## src/rtl/ls_pkg.sv

```systemverilog
// Shared types for the load/store unit: operation codes, FSM states and
// small helpers used by the top level and the stack pointer block.
package ls_pkg;

  localparam int BYTE_W = 8;

  typedef enum logic [2:0] {
    LD8  = 3'd0,
    ST8  = 3'd1,
    LD16 = 3'd2,
    ST16 = 3'd3,
    PUSH = 3'd4,
    POP  = 3'd5
  } op_t;

  typedef enum logic [1:0] {
    IDLE = 2'd0,
    ACC0 = 2'd1,
    ACC1 = 2'd2
  } state_t;

  // Ops 6 and 7 have no encoding in op_t and complete as faults.
  function automatic logic op_legal(input logic [2:0] op);
    return op <= 3'd5;
  endfunction

endpackage

```

## src/rtl/sp_reg.sv

```systemverilog
// Stack pointer and occupancy counter. The stack grows downward with
// pre-decrement; push and pop are never asserted together.
module sp_reg
  import ls_pkg::*;
#(
  parameter logic [BYTE_W-1:0] SP_INIT     = 8'h00,
  parameter int                STACK_DEPTH = 16
) (
  input  logic              Clk,
  input  logic              Reset,
  input  logic              push,
  input  logic              pop,
  output logic [BYTE_W-1:0] sp,
  output logic              full,
  output logic              empty
);

  logic [BYTE_W-1:0] sp_q, sp_d;
  logic [7:0]        cnt_q, cnt_d;

  // Next pointer/count; modulo-256 wrap comes from the 8-bit width.
  always_comb begin
    // NOTE: every signal assigned here gets a default first, so no path
    // leaves it unassigned and no latch is inferred.
    sp_d  = sp_q;
    cnt_d = cnt_q;
    if (push) begin
      sp_d  = sp_q - 8'd1;
      cnt_d = cnt_q + 8'd1;
    end else if (pop) begin
      sp_d  = sp_q + 8'd1;
      cnt_d = cnt_q - 8'd1;
    end
  end

  // Pointer and count registers with synchronous reset.
  always_ff @(posedge Clk) begin
    // NOTE: sequential state uses non-blocking assignments so every flop
    // samples pre-edge values regardless of block ordering.
    if (Reset) begin
      sp_q  <= SP_INIT;
      cnt_q <= 8'd0;
    end else begin
      sp_q  <= sp_d;
      cnt_q <= cnt_d;
    end
  end

  assign sp    = sp_q;
  assign full  = (cnt_q == 8'(STACK_DEPTH));
  assign empty = (cnt_q == 8'd0);

endmodule

```

## src/rtl/ls_unit.sv

```systemverilog
// Load/store unit: turns LD/ST (8/16-bit, little-endian) and PUSH/POP
// requests into single-byte cycles on a combinational-read, clocked-write
// memory port, and reports completion with a one-cycle Done pulse.
module ls_unit
  import ls_pkg::*;
#(
  parameter logic [7:0] SP_INIT     = 8'h00,
  parameter int         STACK_DEPTH = 16
) (
  input  logic        Clk,
  input  logic        Reset,
  input  logic        Req,
  input  logic [2:0]  Op,
  input  logic [7:0]  Addr,
  input  logic [15:0] WrData,
  output logic        Busy,
  output logic        Done,
  output logic        Fault,
  output logic [15:0] RdData,
  output logic [7:0]  SpOut,
  output logic [7:0]  MemAddr,
  output logic        MemWrEn,
  output logic [7:0]  MemWrData,
  input  logic [7:0]  MemRdData
);

  state_t      state_q, state_d;
  logic [2:0]  op_q, op_d;
  logic [7:0]  addr_q, addr_d;
  logic [15:0] wdata_q, wdata_d;
  logic [15:0] rd_q, rd_d;
  logic        done_q, done_d;
  logic        fault_q, fault_d;

  logic        wr_en;
  logic        sp_push, sp_pop;
  logic        sp_full, sp_empty;
  logic [7:0]  sp;

  sp_reg #(
    .SP_INIT     (SP_INIT),
    .STACK_DEPTH (STACK_DEPTH)
  ) u_sp_reg (
    .Clk   (Clk),
    .Reset (Reset),
    .push  (sp_push),
    .pop   (sp_pop),
    .sp    (sp),
    .full  (sp_full),
    .empty (sp_empty)
  );

  // FSM next state, memory port drive and result/flag updates.
  always_comb begin
    state_d   = state_q;
    op_d      = op_q;
    addr_d    = addr_q;
    wdata_d   = wdata_q;
    rd_d      = rd_q;
    done_d    = 1'b0;
    fault_d   = 1'b0;
    MemAddr   = 8'h00;
    MemWrData = 8'h00;
    wr_en     = 1'b0;
    sp_push   = 1'b0;
    sp_pop    = 1'b0;

    unique case (state_q)
      IDLE: begin
        if (Req) begin
          state_d = ACC0;
          op_d    = Op;
          addr_d  = Addr;
          wdata_d = WrData;
        end
      end

      ACC0: begin
        state_d = IDLE;
        done_d  = 1'b1;
        if (!op_legal(op_q)) begin
          fault_d = 1'b1;
        end else begin
          case (op_q)
            LD8: begin
              MemAddr = addr_q;
              rd_d    = {8'h00, MemRdData};
            end
            ST8: begin
              MemAddr   = addr_q;
              MemWrData = wdata_q[7:0];
              wr_en     = 1'b1;
            end
            LD16: begin
              MemAddr    = addr_q;
              rd_d[7:0]  = MemRdData;
              state_d    = ACC1;
              done_d     = 1'b0;
            end
            ST16: begin
              MemAddr   = addr_q;
              MemWrData = wdata_q[7:0];
              wr_en     = 1'b1;
              state_d   = ACC1;
              done_d    = 1'b0;
            end
            PUSH: begin
              if (sp_full) begin
                fault_d = 1'b1;
              end else begin
                MemAddr   = sp - 8'd1;
                MemWrData = wdata_q[7:0];
                wr_en     = 1'b1;
                sp_push   = 1'b1;
              end
            end
            POP: begin
              if (sp_empty) begin
                fault_d = 1'b1;
              end else begin
                MemAddr = sp;
                rd_d    = {8'h00, MemRdData};
                sp_pop  = 1'b1;
              end
            end
            default: fault_d = 1'b1;
          endcase
        end
      end

      ACC1: begin
        state_d = IDLE;
        done_d  = 1'b1;
        MemAddr = addr_q + 8'd1;
        if (op_q == LD16) begin
          rd_d[15:8] = MemRdData;
        end else begin
          MemWrData = wdata_q[15:8];
          wr_en     = 1'b1;
        end
      end

      default: state_d = IDLE;
    endcase
  end

  // State, latched request and registered outputs.
  always_ff @(posedge Clk) begin
    if (Reset) begin
      state_q <= IDLE;
      op_q    <= 3'd0;
      addr_q  <= 8'h00;
      wdata_q <= 16'h0000;
      rd_q    <= 16'h0000;
      done_q  <= 1'b0;
      fault_q <= 1'b0;
    end else begin
      state_q <= state_d;
      op_q    <= op_d;
      addr_q  <= addr_d;
      wdata_q <= wdata_d;
      rd_q    <= rd_d;
      done_q  <= done_d;
      fault_q <= fault_d;
    end
  end

  // Reset kills the write in the same cycle, even mid-operation.
  assign MemWrEn = wr_en & ~Reset;
  assign Busy    = (state_q != IDLE);
  assign Done    = done_q;
  assign Fault   = fault_q;
  assign RdData  = rd_q;
  assign SpOut   = sp;

endmodule

```

## config.mk

```make
export PLATFORM = sky130hd
export DESIGN_NAME = ls_unit
export DESIGN_NICKNAME = d
export VERILOG_FILES = /design/src/rtl/ls_pkg.sv /design/src/rtl/sp_reg.sv /design/src/rtl/ls_unit.sv
export SDC_FILE = /design/constraint.sdc
export NUM_CORES = 1
export LEC_CHECK = 0
export CAP_MARGIN = 40
export CELL_PAD_IN_SITES_DETAIL_PLACEMENT = 1
export CELL_PAD_IN_SITES_GLOBAL_PLACEMENT = 2
export CORE_MARGIN = 2
export CORE_UTILIZATION = 26
export DETAILED_ROUTE_END_ITERATION = 10
export GPL_ROUTABILITY_DRIVEN = 0
export MAX_ROUTING_LAYER = met4
export PLACE_DENSITY_LB_ADDON = 0.1
export SLEW_MARGIN = 10
export SYNTH_ARGS = -nofsm -noshare
export SYNTH_HDL_FRONTEND = slang
export SYNTH_SLANG_ARGS = --single-unit
```

## constraint.sdc

```tcl
create_clock -name Clk -period 2.7 [get_ports Clk]
set_clock_uncertainty 0.15 [all_clocks]
set_input_delay 0.27 -clock Clk [delete_from_list [all_inputs] [get_ports Clk]]
set_output_delay 0.27 -clock Clk [all_outputs]
set_load 0.005 [all_outputs]
```

# After elaboration in Yosys (flattened, before gate mapping)
# Cells that the tools add are included.
[word_totals]
ff_bits = 63
out_inout_bits = 44
wordCells = 91
[classes]
addsub = 5
n_lt_le_gt_ge = 1
n_eq_ne = 14
muxes = 43
bitwise = 3
n_reduce_logical = 15
[op_table]
columns = ["op", "count"]
rows = [
  ["$pmux 8 s2", 6],
  ["$mux 8", 11],
  ["$mux 16", 2],
  ["$add 8x1->8 const B", 3],
  ["$pmux 8 s3", 1],
  ["$sub 8x1->8 const B", 2],
  ["$mux 1", 15],
  ["$eq 8x5->1 const B", 1],
  ["$logic_not 8->1", 1],
  ["$ne 2x2->1 const B", 4],
  ["$reduce_bool 2->1", 4],
  ["$reduce_or 2->1", 4],
  ["$eq 3x2->1 const B", 2],
  ["$eq 3x3->1 const B", 2],
  ["$mux 2", 3],
  ["$pmux 1 s2", 3],
  ["$reduce_and 5->1", 1],
  ["$pmux 2 s2", 1],
  ["$reduce_and 4->1", 1],
  ["$reduce_or 4->1", 1],
  ["$eq 3x1->1 const B", 1],
  ["$le 3x3->1 const B", 1],
  ["$logic_not 3->1", 1],
  ["$ne 3x1->1 const B", 1],
  ["other kinds (8)", 9],
]

# Longest topological paths before layout
[depth]
depth_word = 7
depth_mapped = 11

# Hierarchy
# Synthesis repeated with hierarchy kept, for this count alone.
[unflattened]
cells_unflattened = 454
area_unflattened_um2 = 3711.1
[modules_own_cells]
columns = ["module", "instances", "cells_per_inst", "area_each_um2"]
rows = [
  ["ls_unit", 1, 307, 2452.4],
  ["sp_reg", 1, 147, 1258.7],
]

# Worst setup path before layout
# OpenSTA, ideal clock, no wires.
[synth_path]
kind = "register to register"
from = "reg u_sp_reg.cnt_q[1]"
to = "reg u_sp_reg.cnt_q[7]"
arrival_ns = 2.643
required_time_ns = 2.429
slack_ns = -0.213
stages_incl_launch_ff = 10
path_buffers = 1
path_cell_list = "dfxtp_1 -> nor4_4 -> a311o_1 -> buf_4 -> ha_1 -> a21oi_1 -> o211ai_1 -> o41ai_1 -> mux2i_1 -> mux2_2"
[synth_via]
elab_chain_len = 6
[synth_rtl]
columns = ["item", "line_no", "rtl"]
rows = [
  ["start, declared", "sp_reg.sv:19", "logic [7:0] cnt_q, cnt_d;"],
  ["start signal, assigned", "sp_reg.sv:45", "cnt_q <= cnt_d;"],
  ["$eq 8x5->1 / $logic_not 8->1 (equally long branches)", "sp_reg.sv:50, sp_reg.sv:51", ""],
  ["$mux 1, on equally long branches", "ls_unit.sv:108, ls_unit.sv:118", ""],
  ["$mux 1", "ls_unit.sv:84", "case (op_q)"],
  ["$mux 1", "ls_unit.sv:81", "if (!op_legal(op_q)) begin"],
  ["$mux 1", "ls_unit.sv:68", "unique case (state_q)"],
  ["$mux 8 / $reduce_bool 2->1 (equally long branches)", "-", ""],
]
# Several ways; a longest one is shown, not always the timed one. The select of a mux whose other input is x is not followed.
# A chain may end at the register's enable or synchronous reset.

# Final worst setup path
[layout_path]
from = "reg state_q[1]"
to = "reg u_sp_reg.cnt_q[7]"
[layout_via]
elab_chain_len = 3
[layout_rtl]
columns = ["item", "line_no", "rtl"]
rows = [
  ["start, declared", "ls_unit.sv:27", "state_t state_q, state_d;"],
  ["start signal, assigned", "ls_unit.sv:158", "state_q <= state_d;"],
  ["$eq 2x1->1 *", "ls_unit.sv:68", ""],
  ["$mux 1", "ls_unit.sv:68", ""],
  ["$mux 8 / $reduce_bool 2->1 (equally long branches)", "-", ""],
]
# Every way passes the cells marked *; elsewhere a longest branch is shown, timed or not.

==> impl_metrics.yaml <==
placement:
  dp_hpwl_um: 8270
  dp_slack_ps: -190
  placed_area_sq_mm: 0.00483
  post-place-cells: 701
  portBuffers: 81
logic_synthesis:
  yosysTopAreaCellShare: 0.368
  synth_cell_type_count: 58
  netlist_area_sq_mm: 0.00343
  async_flop_share: 0
  synth_cells: 422
  synth.avg_cell_area_sq_um: 8.13
  synth_fp_nets: 473
  netlist_top_cells_area: "dfxtp_1 (37%), nand2_1 (7.9%), a21oi_1 (6.9%)"
  yosys-top-cells-count: "nand2_1 (72), dfxtp_1 (63), a21oi_1 (47)"
  synth-main-ff-cell: "dfxtp_1"
  synth-seq-cells: 63
  yosys_warnings: 0
  yosysSeqAreaShare: 0.368
  synth_area_leader_cell: "dfxtp_1"
  synth_most_common_cell: "nand2_1"
  synth-edff-count: 0
detailed_routing:
  post_drt_wl_per_cell_um: 16.0
  viasPerCell: 4.82
  ant_nets: 0
  drtIter0Drc: 155
  num_vias: 3535
  drc_errors: 0
  wl_um: 11700
  drt_pass1_iterations: 5
floorplanning:
  die_h_um: 119
  start_util: 0.269
  die_width_um: 119
  rows: 41
  coreArea_sq_mm: 0.0128
  ios: 82
  dieArea_sq_mm: 0.0141
timing:
  setup_violations: 1
  tightest_slew_ps: 714
  hold_viol: 0
  finalMaxSlewViolations: 0
  fmax_mhz: 357
  finalCritPeriodShare: 1.04
  slew_headroom: 0.524
  hold_ws_ps: 143
  finalWorstSetupSlack_ps: -98.3
  rsz0062_at_grt: "true"
  post-route-min-period_ps: 2800
cts:
  cts-root-buf: "clkbuf_16"
  clk_latency_ps: 330
  numCtsBuffers: 9
  cts_tree: "built"
  cts_buffer_depth: 2
  ctsHoldBuffers: 0
  cts_max_level: 3
  cts_sinks: 63
  clk_pin_slew_worst_paths_ps: 60
setup_path:
  cp-end-kind: "flip-flop"
  cpLargestDelayFamily: "compound AO/OA/AOI/OAI gates"
  crit_buf_inv: 1
  cpPeakStageDelay_ps: 460
  path_class: "reg2reg"
  worst-path-max-fanout: 7
  ff2ff_path_depth: 10
  regToRegSetupSlack_ps: -100
  r2r_start: "state_q[1]$_SDFFE_PP0P_"
  r2r-end: "u_sp_reg.cnt_q[7]$_SDFFE_PP0P_"
  critPathSlowestCell: "a311o_2"
  cp.required_ps: 2770
  crit_chain: "inv_2 > ha_4 > nand3b_1 > a311o_2 > ha_4 > nand3_1 > o211ai_1 > o41ai_2 > mux2i_1 > mux2_2"
  cpMostUsedCell: "ha_4"
  worstPathArrival_ps: 2870
  cp-start-kind: "flip-flop"
cells_and_area:
  syn_to_final_growth_pct: 55.5
  nets: 607
  final_util: 0.418
  final_area_sq_mm: 0.00534
  diodes: 0
  fin_cells: 733
  post_route_cells_drive_above_1_share: 0.242
pwr:
  powerDensity_mw_per_mm2: 478
  combPwrFrac: 0.179
  internal_power_mw: 1.87
  peakVddDrop_uv: 284
  p_switching_mw: 0.676
  p_clk_frac: 0.428
  seqPwrFrac: 0.393
  switching_share: 0.265
  leakage_nw: 2.12
global_routing:
  globalRoute.totalOverflow: 0
  grt_pass1_wl_um: 19300
  grt_pass1_vias: 3754
  groute.usage.overall: 0.176
  antenna_found_initial: 0
  grt_max_degree: 65
min_path:
  hp-class: "in2reg"
  holdPathStages: 3
  hold_path_end: "Done$_SDFF_PP0_"
  min_from: "Reset"
outcome:
  outcome: "complete, but fails checks"
  violations: "setup timing"
job:
  cap_violations: 0
layout make-up:
class                      instances  area [sq um]
clock inverter                     3          17.5
sequential                        63          1270
inverter                          12          45.0
clock buffer                      13           260
timing repair buffer             152          1350
fill                            1518          7440
tap                              172           215
multi-input combinational        318          2180
how the worst max path moves through the flow:
stage	start	endpoint	slack, ps	depth (start not counted)
final	state_q[1]$_SDFFE_PP0P_	u_sp_reg.cnt_q[7]$_SDFFE_PP0P_	-100	10
after global routing	state_q[1]$_SDFFE_PP0P_	u_sp_reg.cnt_q[7]$_SDFFE_PP0P_	-190	10
after CTS	u_sp_reg.cnt_q[5]$_SDFFE_PP0P_	MemAddr[3]	-100	9
after detailed placement	state_q[1]$_SDFFE_PP0P_	u_sp_reg.cnt_q[7]$_SDFFE_PP0P_	-190	10
after global placement	state_q[1]$_SDFFE_PP0P_	u_sp_reg.cnt_q[7]$_SDFFE_PP0P_	-140	10
after floorplan	u_sp_reg.cnt_q[5]$_SDFFE_PP0P_	u_sp_reg.cnt_q[7]$_SDFFE_PP0P_	-100	9
timing repair:
action                                  CTS  global route
endpoints found under the setup margin   20            20
resized for setup                        41            29
buffers inserted                         11             5
cloned                                    0             1
pin swaps                                15            25
cell families after synthesis:
group / Yosys count / synth area share
AOI/OAI and AO/OA: 111 / 0.224
xor gates and xnor gates: 18 / 0.0460
adders and majority gates: 13 / 0.0496
buffers and inverters: 41 / 0.0511
DFF: 63 / 0.368
muxes: 13 / 0.0387
and+or+nand+nor: 163 / 0.224
layout by cell type (no fill, tap or decap), types with 6 or more instances in the layout:
cell and instances:
a21oi_1 45, a222oi_1 6, a22oi_1 9, buf_4 64
clkbuf_16 10, clkdlybuf4s50_1 63, dfxtp_1 56, dfxtp_2 7
dlygate4sd2_1 9, ha_4 6, inv_1 9, mux2i_1 11
nand2_1 72, nand3_1 19, nor2_1 31, nor2b_1 9
o21ai_0 6, o22ai_1 10, xnor2_1 9, xor2_1 8
through the flow:
stage	power (mW)	setup TNS (ps)
after detailed placement	1.44	-442
after CTS	2.57	-276
after global routing	2.68	-1130
final	2.55	-98.3
after floorplan	1.24	-102
after global placement	1.43	-296
metal layers:
metal / global-route usage / wire (um) / share of wire / vias up
met2: 0.279 / 5550 / 0.47 / 84
li1: - / - / - / 1757
met1: 0.218 / 5390 / 0.46 / 1676
met5: - / 0 / 0 / -
met3: 0.0378 / 542 / 0.046 / 18
met4: 0.0685 / 223 / 0.019 / 0
worst register-to-register path: stages (launching register included):
cell and delay (ps):
dfxtp_2 320, inv_2 70, ha_4 120, nand3b_1 100, a311o_2 460, ha_4 310, nand3_1 90, o211ai_1 160
o41ai_2 330, mux2i_1 240, mux2_2 340
power groups by stage:
stage / Sequential [mW] / Combinational (mW) / Clock (mW)
4_1_cts: 1.00 / 0.442 / 1.12
3_3_place_gp: 1.02 / 0.415 / 0
3_5_place_dp: 1.02 / 0.419 / 0
2_1_floorplan: 1.02 / 0.227 / 0
5_1_grt: 1.01 / 0.506 / 1.17
6_report: 1.00 / 0.457 / 1.09
(Power assumes the default switching activity.)
